### config.mk
export PLATFORM = sky130hd
export DESIGN_NAME = md_stall_ctrl_flat
export DESIGN_NICKNAME = d
export VERILOG_FILES = /design/src/rtl/md_stall_ctrl_pkg.sv /design/src/rtl/md_stall_ctrl_if.sv /design/src/rtl/md_stall_ctrl_md_busy_fsm.sv /design/src/rtl/md_stall_ctrl.sv /design/src/flat_wrapper.sv
export SDC_FILE = /design/constraint.sdc
export NUM_CORES = 1
export LEC_CHECK = 0
export ABC_CLOCK_PERIOD_IN_PS = 2000
export BUFFER_PORTS_ARGS = -buffer_cell sky130_fd_sc_hd__buf_2
export CORE_AREA = 5 5 42 44
export DETAILED_ROUTE_END_ITERATION = 10
export DIE_AREA = 0 0 47 49
export GPL_ROUTABILITY_DRIVEN = 0
export SLEW_MARGIN = 15
export SYNTH_ARGS = -nofsm -noshare
export SYNTH_HDL_FRONTEND = slang
export SYNTH_SLANG_ARGS = --single-unit
### constraint.sdc
create_clock -name clk -period 2 [get_ports clk]
set_input_delay 0.1 -clock clk [delete_from_list [all_inputs] [get_ports clk]]
set_output_delay 0.1 -clock clk [all_outputs]
set_load 0.01 [all_outputs]
### src/rtl/md_stall_ctrl_pkg.sv
// md_stall_ctrl_pkg: shared state encodings and default constants for the D->E stall controller.
package md_stall_ctrl_pkg;
    typedef enum logic {MD_IDLE = 1'b0, MD_BUSY = 1'b1} md_state_e;
    localparam int MD_MULT_CYC = 5;
    localparam int MD_DIV_CYC = 10;
    localparam logic [4:0] REG_ZERO = 5'd0;
endpackage

### src/rtl/md_stall_ctrl_if.sv
// md_stall_ctrl_if: D/E hazard inputs and stall/bubble outputs between pipeline and stall controller.
interface md_stall_ctrl_if;
    logic       d_md_use;
    logic       d_rs_use;
    logic       d_rt_use;
    logic [4:0] d_rs_addr;
    logic [4:0] d_rt_addr;
    logic       e_load;
    logic [4:0] e_wr_addr;
    logic       e_md_start;
    logic       e_md_is_div;
    logic       stall_fd;
    logic       flush_de;
    logic       md_busy;
    logic       md_done;
    modport master (
        output d_md_use, d_rs_use, d_rt_use, d_rs_addr, d_rt_addr,
        output e_load, e_wr_addr, e_md_start, e_md_is_div,
        input  stall_fd, flush_de, md_busy, md_done
    );
    modport slave (
        input  d_md_use, d_rs_use, d_rt_use, d_rs_addr, d_rt_addr,
        input  e_load, e_wr_addr, e_md_start, e_md_is_div,
        output stall_fd, flush_de, md_busy, md_done
    );
endinterface

### src/rtl/md_stall_ctrl_md_busy_fsm.sv
// md_busy_fsm: mult/div busy state machine; counts down the remaining busy cycles after the start cycle.
module md_busy_fsm
    import md_stall_ctrl_pkg::*;
#(
    parameter int MULT_CYCLES = MD_MULT_CYC,
    parameter int DIV_CYCLES  = MD_DIV_CYC,
    parameter int CNT_W       = 4
) (
    input  logic clk,
    input  logic reset,
    input  logic start,
    input  logic is_div,
    output logic busy_q,
    output logic done
);
    if (MULT_CYCLES < 1 || DIV_CYCLES < 1 || MULT_CYCLES >= (1 << CNT_W) || DIV_CYCLES >= (1 << CNT_W)) begin : g_bad_cfg
        $error("md_busy_fsm: cycle counts must be in 1 .. 2**CNT_W-1");
    end
    localparam logic [CNT_W-1:0] MULT_C = MULT_CYCLES[CNT_W-1:0];
    localparam logic [CNT_W-1:0] DIV_C  = DIV_CYCLES[CNT_W-1:0];
    localparam logic [CNT_W-1:0] ONE    = {{(CNT_W-1){1'b0}}, 1'b1};
    md_state_e        state_q, state_d;
    logic [CNT_W-1:0] cnt_q, cnt_d;
    logic [CNT_W-1:0] sel;
    logic             launch;
    logic             last;
    always_comb begin
        sel     = is_div ? DIV_C : MULT_C;
        // A one-cycle op finishes in its start cycle and never leaves IDLE.
        launch  = state_q == MD_IDLE && start && sel != ONE;
        last    = state_q == MD_BUSY && cnt_q == ONE;
        done    = !reset && (last || (state_q == MD_IDLE && start && sel == ONE));
        state_d = (reset || last) ? MD_IDLE : launch ? MD_BUSY : state_q;
        cnt_d   = (reset || last) ? '0 : launch ? sel - ONE : state_q == MD_BUSY ? cnt_q - ONE : cnt_q;
    end
    always_ff @(posedge clk) begin
        state_q <= state_d;
        cnt_q   <= cnt_d;
    end
    assign busy_q = state_q == MD_BUSY;
endmodule

### src/rtl/md_stall_ctrl.sv
// md_stall_ctrl: D->E stall/bubble control for mult/div occupancy and load-use hazards.
// Optional STALL_PERF_EN adds a 32-bit stall-cycle counter port.
module md_stall_ctrl
    import md_stall_ctrl_pkg::*;
#(
    parameter int MULT_CYCLES = MD_MULT_CYC,
    parameter int DIV_CYCLES  = MD_DIV_CYC,
    parameter int CNT_W       = 4
) (
    input  logic         clk,
    input  logic         reset,
    md_stall_ctrl_if.slave bus
`ifdef STALL_PERF_EN
    ,
    output logic [31:0]  stall_cnt
`endif
);
    logic busy_q;
    logic done;
    logic md_busy;
    logic md_hazard;
    logic ld_hazard;
    logic stall;
    md_busy_fsm #(
        .MULT_CYCLES (MULT_CYCLES),
        .DIV_CYCLES  (DIV_CYCLES),
        .CNT_W       (CNT_W)
    ) u_fsm (
        .clk    (clk),
        .reset  (reset),
        .start  (bus.e_md_start),
        .is_div (bus.e_md_is_div),
        .busy_q (busy_q),
        .done   (done)
    );
    always_comb begin
        md_busy   = !reset && (busy_q || bus.e_md_start);
        md_hazard = bus.d_md_use && md_busy;
        ld_hazard = bus.e_load && bus.e_wr_addr != REG_ZERO &&
                    ((bus.d_rs_use && bus.d_rs_addr == bus.e_wr_addr) ||
                     (bus.d_rt_use && bus.d_rt_addr == bus.e_wr_addr));
        stall     = !reset && (md_hazard || ld_hazard);
    end
    assign bus.stall_fd = stall;
    assign bus.flush_de = stall;
    assign bus.md_busy  = md_busy;
    assign bus.md_done  = done;
`ifdef STALL_PERF_EN
    logic [31:0] stall_cnt_q, stall_cnt_d;
    always_comb stall_cnt_d = reset ? 32'd0 : stall_cnt_q + {31'd0, stall};
    always_ff @(posedge clk) stall_cnt_q <= stall_cnt_d;
    assign stall_cnt = stall_cnt_q;
`endif
endmodule

### src/flat_wrapper.sv
// flat-port wrapper written by rule: the top's interface ports become plain ports
module md_stall_ctrl_flat import md_stall_ctrl_pkg::*;
#(
    parameter int MULT_CYCLES = MD_MULT_CYC,
    parameter int DIV_CYCLES  = MD_DIV_CYC,
    parameter int CNT_W       = 4
)
  (clk, reset, bus_d_md_use, bus_d_rs_use, bus_d_rt_use, bus_d_rs_addr, bus_d_rt_addr, bus_e_load, bus_e_wr_addr, bus_e_md_start, bus_e_md_is_div, bus_stall_fd, bus_flush_de, bus_md_busy, bus_md_done);
  md_stall_ctrl_if bus_i ();
  input  logic clk;
  input  logic reset;
  input wire logic [$bits(bus_i.d_md_use)-1:0] bus_d_md_use;
  input wire logic [$bits(bus_i.d_rs_use)-1:0] bus_d_rs_use;
  input wire logic [$bits(bus_i.d_rt_use)-1:0] bus_d_rt_use;
  input wire logic [$bits(bus_i.d_rs_addr)-1:0] bus_d_rs_addr;
  input wire logic [$bits(bus_i.d_rt_addr)-1:0] bus_d_rt_addr;
  input wire logic [$bits(bus_i.e_load)-1:0] bus_e_load;
  input wire logic [$bits(bus_i.e_wr_addr)-1:0] bus_e_wr_addr;
  input wire logic [$bits(bus_i.e_md_start)-1:0] bus_e_md_start;
  input wire logic [$bits(bus_i.e_md_is_div)-1:0] bus_e_md_is_div;
  output wire logic [$bits(bus_i.stall_fd)-1:0] bus_stall_fd;
  output wire logic [$bits(bus_i.flush_de)-1:0] bus_flush_de;
  output wire logic [$bits(bus_i.md_busy)-1:0] bus_md_busy;
  output wire logic [$bits(bus_i.md_done)-1:0] bus_md_done;
  assign bus_i.d_md_use = bus_d_md_use;
  assign bus_i.d_rs_use = bus_d_rs_use;
  assign bus_i.d_rt_use = bus_d_rt_use;
  assign bus_i.d_rs_addr = bus_d_rs_addr;
  assign bus_i.d_rt_addr = bus_d_rt_addr;
  assign bus_i.e_load = bus_e_load;
  assign bus_i.e_wr_addr = bus_e_wr_addr;
  assign bus_i.e_md_start = bus_e_md_start;
  assign bus_i.e_md_is_div = bus_e_md_is_div;
  assign bus_stall_fd = bus_i.stall_fd;
  assign bus_flush_de = bus_i.flush_de;
  assign bus_md_busy = bus_i.md_busy;
  assign bus_md_done = bus_i.md_done;
  md_stall_ctrl #(.MULT_CYCLES(MULT_CYCLES), .DIV_CYCLES(DIV_CYCLES), .CNT_W(CNT_W)) u_core (.clk(clk), .reset(reset), .bus(bus_i));
endmodule
# Word-level counts from Yosys, hierarchy flattened
# Index checks and enable logic that the tools add are counted.
# classes
n_addsub,2
eq_ne,5
n_mux,3
bitwise_logic,1
n_reduce_logical,20
# op_table
operator,count
logical AND 1 bit,12
two-way mux 4 bit,3
== test 5 bit,2
== test 4 x 1 -> 1 bit (second input constant),2
subtractor 4 x 1 -> 4 bit (second input constant),2
logical OR 1 bit,5
nonzero test 5 bit,1
!= test 4 x 1 -> 1 bit (second input constant),1
nonzero test 2 bit,1
logical NOT 1 bit,1
NOT 1 bit,1
# word_totals
ff_bits,5
out_inout_bits,4

# Longest topological paths before layout
# depth
depth_word,6
ltp_mapped,5
ltp_nobuf,5

# By module
# A second synthesis with hierarchy kept.
# unflattened
cells_unflattened,54
hier_area_um2,459.2
# by_module_without_submodules
module,instances,cells_per_inst,area_each_um2,seq_area_each_um2
md_busy_fsm,1,32,302.8,100.1
md_stall_ctrl,1,22,156.4,0.0

# Least setup slack after synthesis
# Ideal clock, no wire load.
# synth_timing
kind,register -> output
from,"register u_core.u_fsm.state_q, in the netlist u_core.u_fsm.busy_q"
to,output bus_stall_fd
arrival_ps,1202
required_ps,1900
setup_slack_ps,698
path_stages_with_launch,6
path_cell_list,dfxtp_1 clkbuf_1 nor2_1 nor2_1 a22o_1 buf_4
# synth_between
elab_chain_len,5
# synth_rtl
element,line_no,source
from (decl),md_stall_ctrl_md_busy_fsm.sv:22,"md_state_e state_q, state_d;"
from (signal assigned),md_stall_ctrl_md_busy_fsm.sv:37,state_q <= state_d;
logical OR 1 bit,md_stall_ctrl.sv:37,md_busy = !reset && (busy_q || bus.e_md_start);
logical AND 1 bit,md_stall_ctrl.sv:37,
via bus_md_busy,flat_wrapper.sv:23,output wire logic [$bits(bus_i.md_busy)-1:0] bus_md_busy;
logical AND 1 bit,md_stall_ctrl.sv:38,md_hazard = bus.d_md_use && md_busy;
logical OR 1 bit,md_stall_ctrl.sv:42,stall = !reset && (md_hazard || ld_hazard);
logical AND 1 bit,md_stall_ctrl.sv:42,
to (decl),flat_wrapper.sv:21,output wire logic [$bits(bus_i.stall_fd)-1:0] bus_stall_fd;
# The timed path passes the listed nets, and every way through them passes these cells.

# Final worst setup path
# layout_timing
from,"register u_core.u_fsm.state_q, in the netlist u_core.u_fsm.busy_q"
to,output bus_stall_fd
# layout_between
elab_chain_len,5
# layout_rtl
element,line_no
logical OR 1 bit,md_stall_ctrl.sv:37
logical AND 1 bit,md_stall_ctrl.sv:37
logical AND 1 bit,md_stall_ctrl.sv:38
logical OR 1 bit,md_stall_ctrl.sv:42
logical AND 1 bit,md_stall_ctrl.sv:42
# Every way passes these cells.

==> impl_metrics.toml <==
[run_status]
status = "complete, no violations"

[synth]
synth_compound_area_share_pct = 14.91
syn_nets = 81
synth_top_family_by_area = "simple AND/OR/NAND/NOR gates"
synth_seq_cells = 5
syn_area_per_cell_um2 = 7.641
syn_inst = 56
synth_area_leaders = "dfxtp_1 23%, xnor2_1 23%, nor2_1 7.9%"
ys_types = 21
synth_xor_area_share_pct = 22.51
synth_fa_ha_area_share_pct = 5.848
synth_area_leader_cell = "dfxtp_1"
synth-simple-area-share_pct = 24.85
yosys.area.top_type_share_pct = 23.39
ys_warn_count = 0
yosysSeqAreaShare_pct = 23.39
muxShareOfSynthArea_pct = 2.339
synth.cell_area_um2 = 427.9

[critical_path]
end_kind = "output port"
arrival_ps = 1360
crit_buf_inv = 1
r2r-start = "u_core.u_fsm.busy_q"
crit_cells = 4
crit_chain = "nor2_1 -> nor2_1 -> a22o_1 -> buf_2"
cp_top_family = "flip-flops"
start_kind = "register"
slowest_stage = "dfxtp_1"
cp.required_ps = 1900
path_class = "register to output port"
startpoint = "u_core.u_fsm.busy_q"
critical_path.max_stage_delay_ps = 370
cp_common_cell = "nor2_1"
reg2reg_slack_ps = 860
r2r_end = "u_core.u_fsm.cnt_q[2]"
reg2reg_depth = 3
cp-endpoint = "bus_stall_fd"
crit_fanout = 9

[power]
p_clk_share_pct = 33.0
combPwrFrac_pct = 31.9
seqPwrFrac_pct = 35.1
p_leak_nw = 0.2727
power-per-cell-area_mw_per_mm2 = 592.0
ir_drop_mv = 0.3795
switching_share_pct = 29.61
internal_power_mw = 0.2471
finalPower_mw = 0.3511
switching_power_mw = 0.1040

[clock_network]
cts_resized = 0
cts_inserted_buffers = 3
clk_pin_slew_worst_paths_ps = 40
ctsLongestPathBuffers = 2
holdBufCountCts = 0
clock_sinks = 5
h-tree-depth = 1
cts_tree = "yes"
root_buffer = "clkbuf_4"
cts_setup_buffers = 0
clock_latency_ps = 240

[layout]
fillers = 158
fin_nets = 110
synthToLayoutAreaGrowth_pct = 38.60
drive_gt1_share_pct = 35.71
final_cell_mix = "26 x buf_2, 11 x xnor2_1, 9 x nor2_1, 5 x dfxtp_1"
antenna_cells = 0
design_area_um2 = 593.1
final_common_cell = "buf_2"

[drt]
antenna_left = 0
wl_per_cell_um = 10.30
dr.pass1.iters = 4
vias_per_cell = 4.590
vias = 459
drc = 0
drt-total-wl_um = 1030
drt_first_iter_violations = 5

[min_path]
hp-class = "primary input to register"

[die]
rows = 14
dieArea_mm2 = 0.002303
initial_core_util_pct = 30.54
io_pins = 27
fp.dieH_um = 49
core-area_mm2 = 0.001401
die_w_um = 47

[timing]
period_share_pct = 72.77
finalClockSkew_ps = 3.540
rsz0062_at_grt = "no"
min_period_ps = 1455
fin_setup_tns_ps = 0
max_freq_mhz = 687.1
layout_setup_ws_ps = 544.6
slew-limit-headroom_pct = 82.28
setup_violations = 0
slew_viol_final = 0
hold_viol = 0
worstMarginPinSlew_ps = 264.9

[grt]
antenna_found_initial = 0
grtUsageTotal_pct = 9.225
grt_pass1_wl_um = 1621
global_route.overflow_total = 0
grt_pass1_vias = 403
grt_max_degree = 10

[placed_design]
postPlaceCellArea_um2 = 566.8
pre_cts_ws_ps = 675.0
hpwlAfterDp_um = 895
port_buffers = 26

[flow_run]
maxCapViolCount = 0
-- cell type report --
type	instances	area (µm²)	area share, %
flip-flops and latches	5	100.1	16.88
multi-input cells	45	301.5	50.84
clock buffers	4	26.28	4.430
repair buffers	26	130.1	21.94
inverters	4	15.01	2.532
well taps	16	20.02	3.376
-- cells by family (layout without fill, tap and decap cells) --
family | count (synthesis) | in the layout
adders and majority gates | 2 | 2
muxes | 1 | 1
AOI/OAI and AO/OA | 10 | 10
buffers and inverters | 6 | 34
xor gates and xnor gates | 11 | 11
and+or+nand+nor | 21 | 21
DFF | 5 | 5
-- synthesized netlist by cell type --
master,count
ha_1,2
nor3_1,1
buf_4,1
nor4bb_1,1
a21oi_1,4
nand4_1,2
xnor2_1,11
clkbuf_1,1
a211oi_1,2
a22o_1,1
o21ai_0,1
nand2_1,3
nor3b_1,1
mux2i_1,1
inv_1,4
or4_1,1
nor2b_1,3
nor2_1,9
dfxtp_1,5
o22ai_1,1
a31o_2,1
-- state kept, by name, indices dropped and copies added (netlist names) --
name,cells
u_core.u_fsm.busy_q,1
u_core.u_fsm.cnt_q,4
-- worst min-delay path: cells and delay by family --
family          cells  cell delay [ps]
buf+inv             1              110
simple gates        1               70
compound gates      1               60
-- worst min-delay path by stage --
stage	start	end	slack (ps)	cells after the start
finish	bus_e_md_is_div	u_core.u_fsm.cnt_q[0]	160	3
global route	bus_e_md_is_div	u_core.u_fsm.cnt_q[0]	200	3
CTS	bus_e_md_is_div	u_core.u_fsm.cnt_q[0]	160	3
detailed placement	bus_e_md_is_div	u_core.u_fsm.cnt_q[0]	410	3
global placement	bus_e_md_is_div	u_core.u_fsm.cnt_q[0]	420	3
floorplan	reset	bus_md_done	250	1
-- stage by stage --
step / hold WS (ps) / utilization [%] / instances
floorplan: 251.9 / - / 56
global placement: 415.7 / 40.45 / 96
detailed placement: 410.9 / 40.45 / 96
CTS: 155.2 / 42.32 / 100
global route: 199.8 / 42.32 / 100
finish: 155.2 / 42.32 / 100
-- routing by layer --
metal	global-route usage, %	wire length [µm]
met5	0	0
met4	0	0
met3	4.428	66
met2	13.57	510
met1	12.97	454
-- power by group through the flow --
stage | combinational, mW | clock [mW] | sequential [mW]
floorplan | 0.0758 | 0 | 0.120
global placement | 0.112 | 0 | 0.125
detailed placement | 0.113 | 0 | 0.125
CTS | 0.113 | 0.122 | 0.123
global route | 0.127 | 0.126 | 0.124
finish | 0.112 | 0.116 | 0.123
Power figures use the tool's default switching activity.
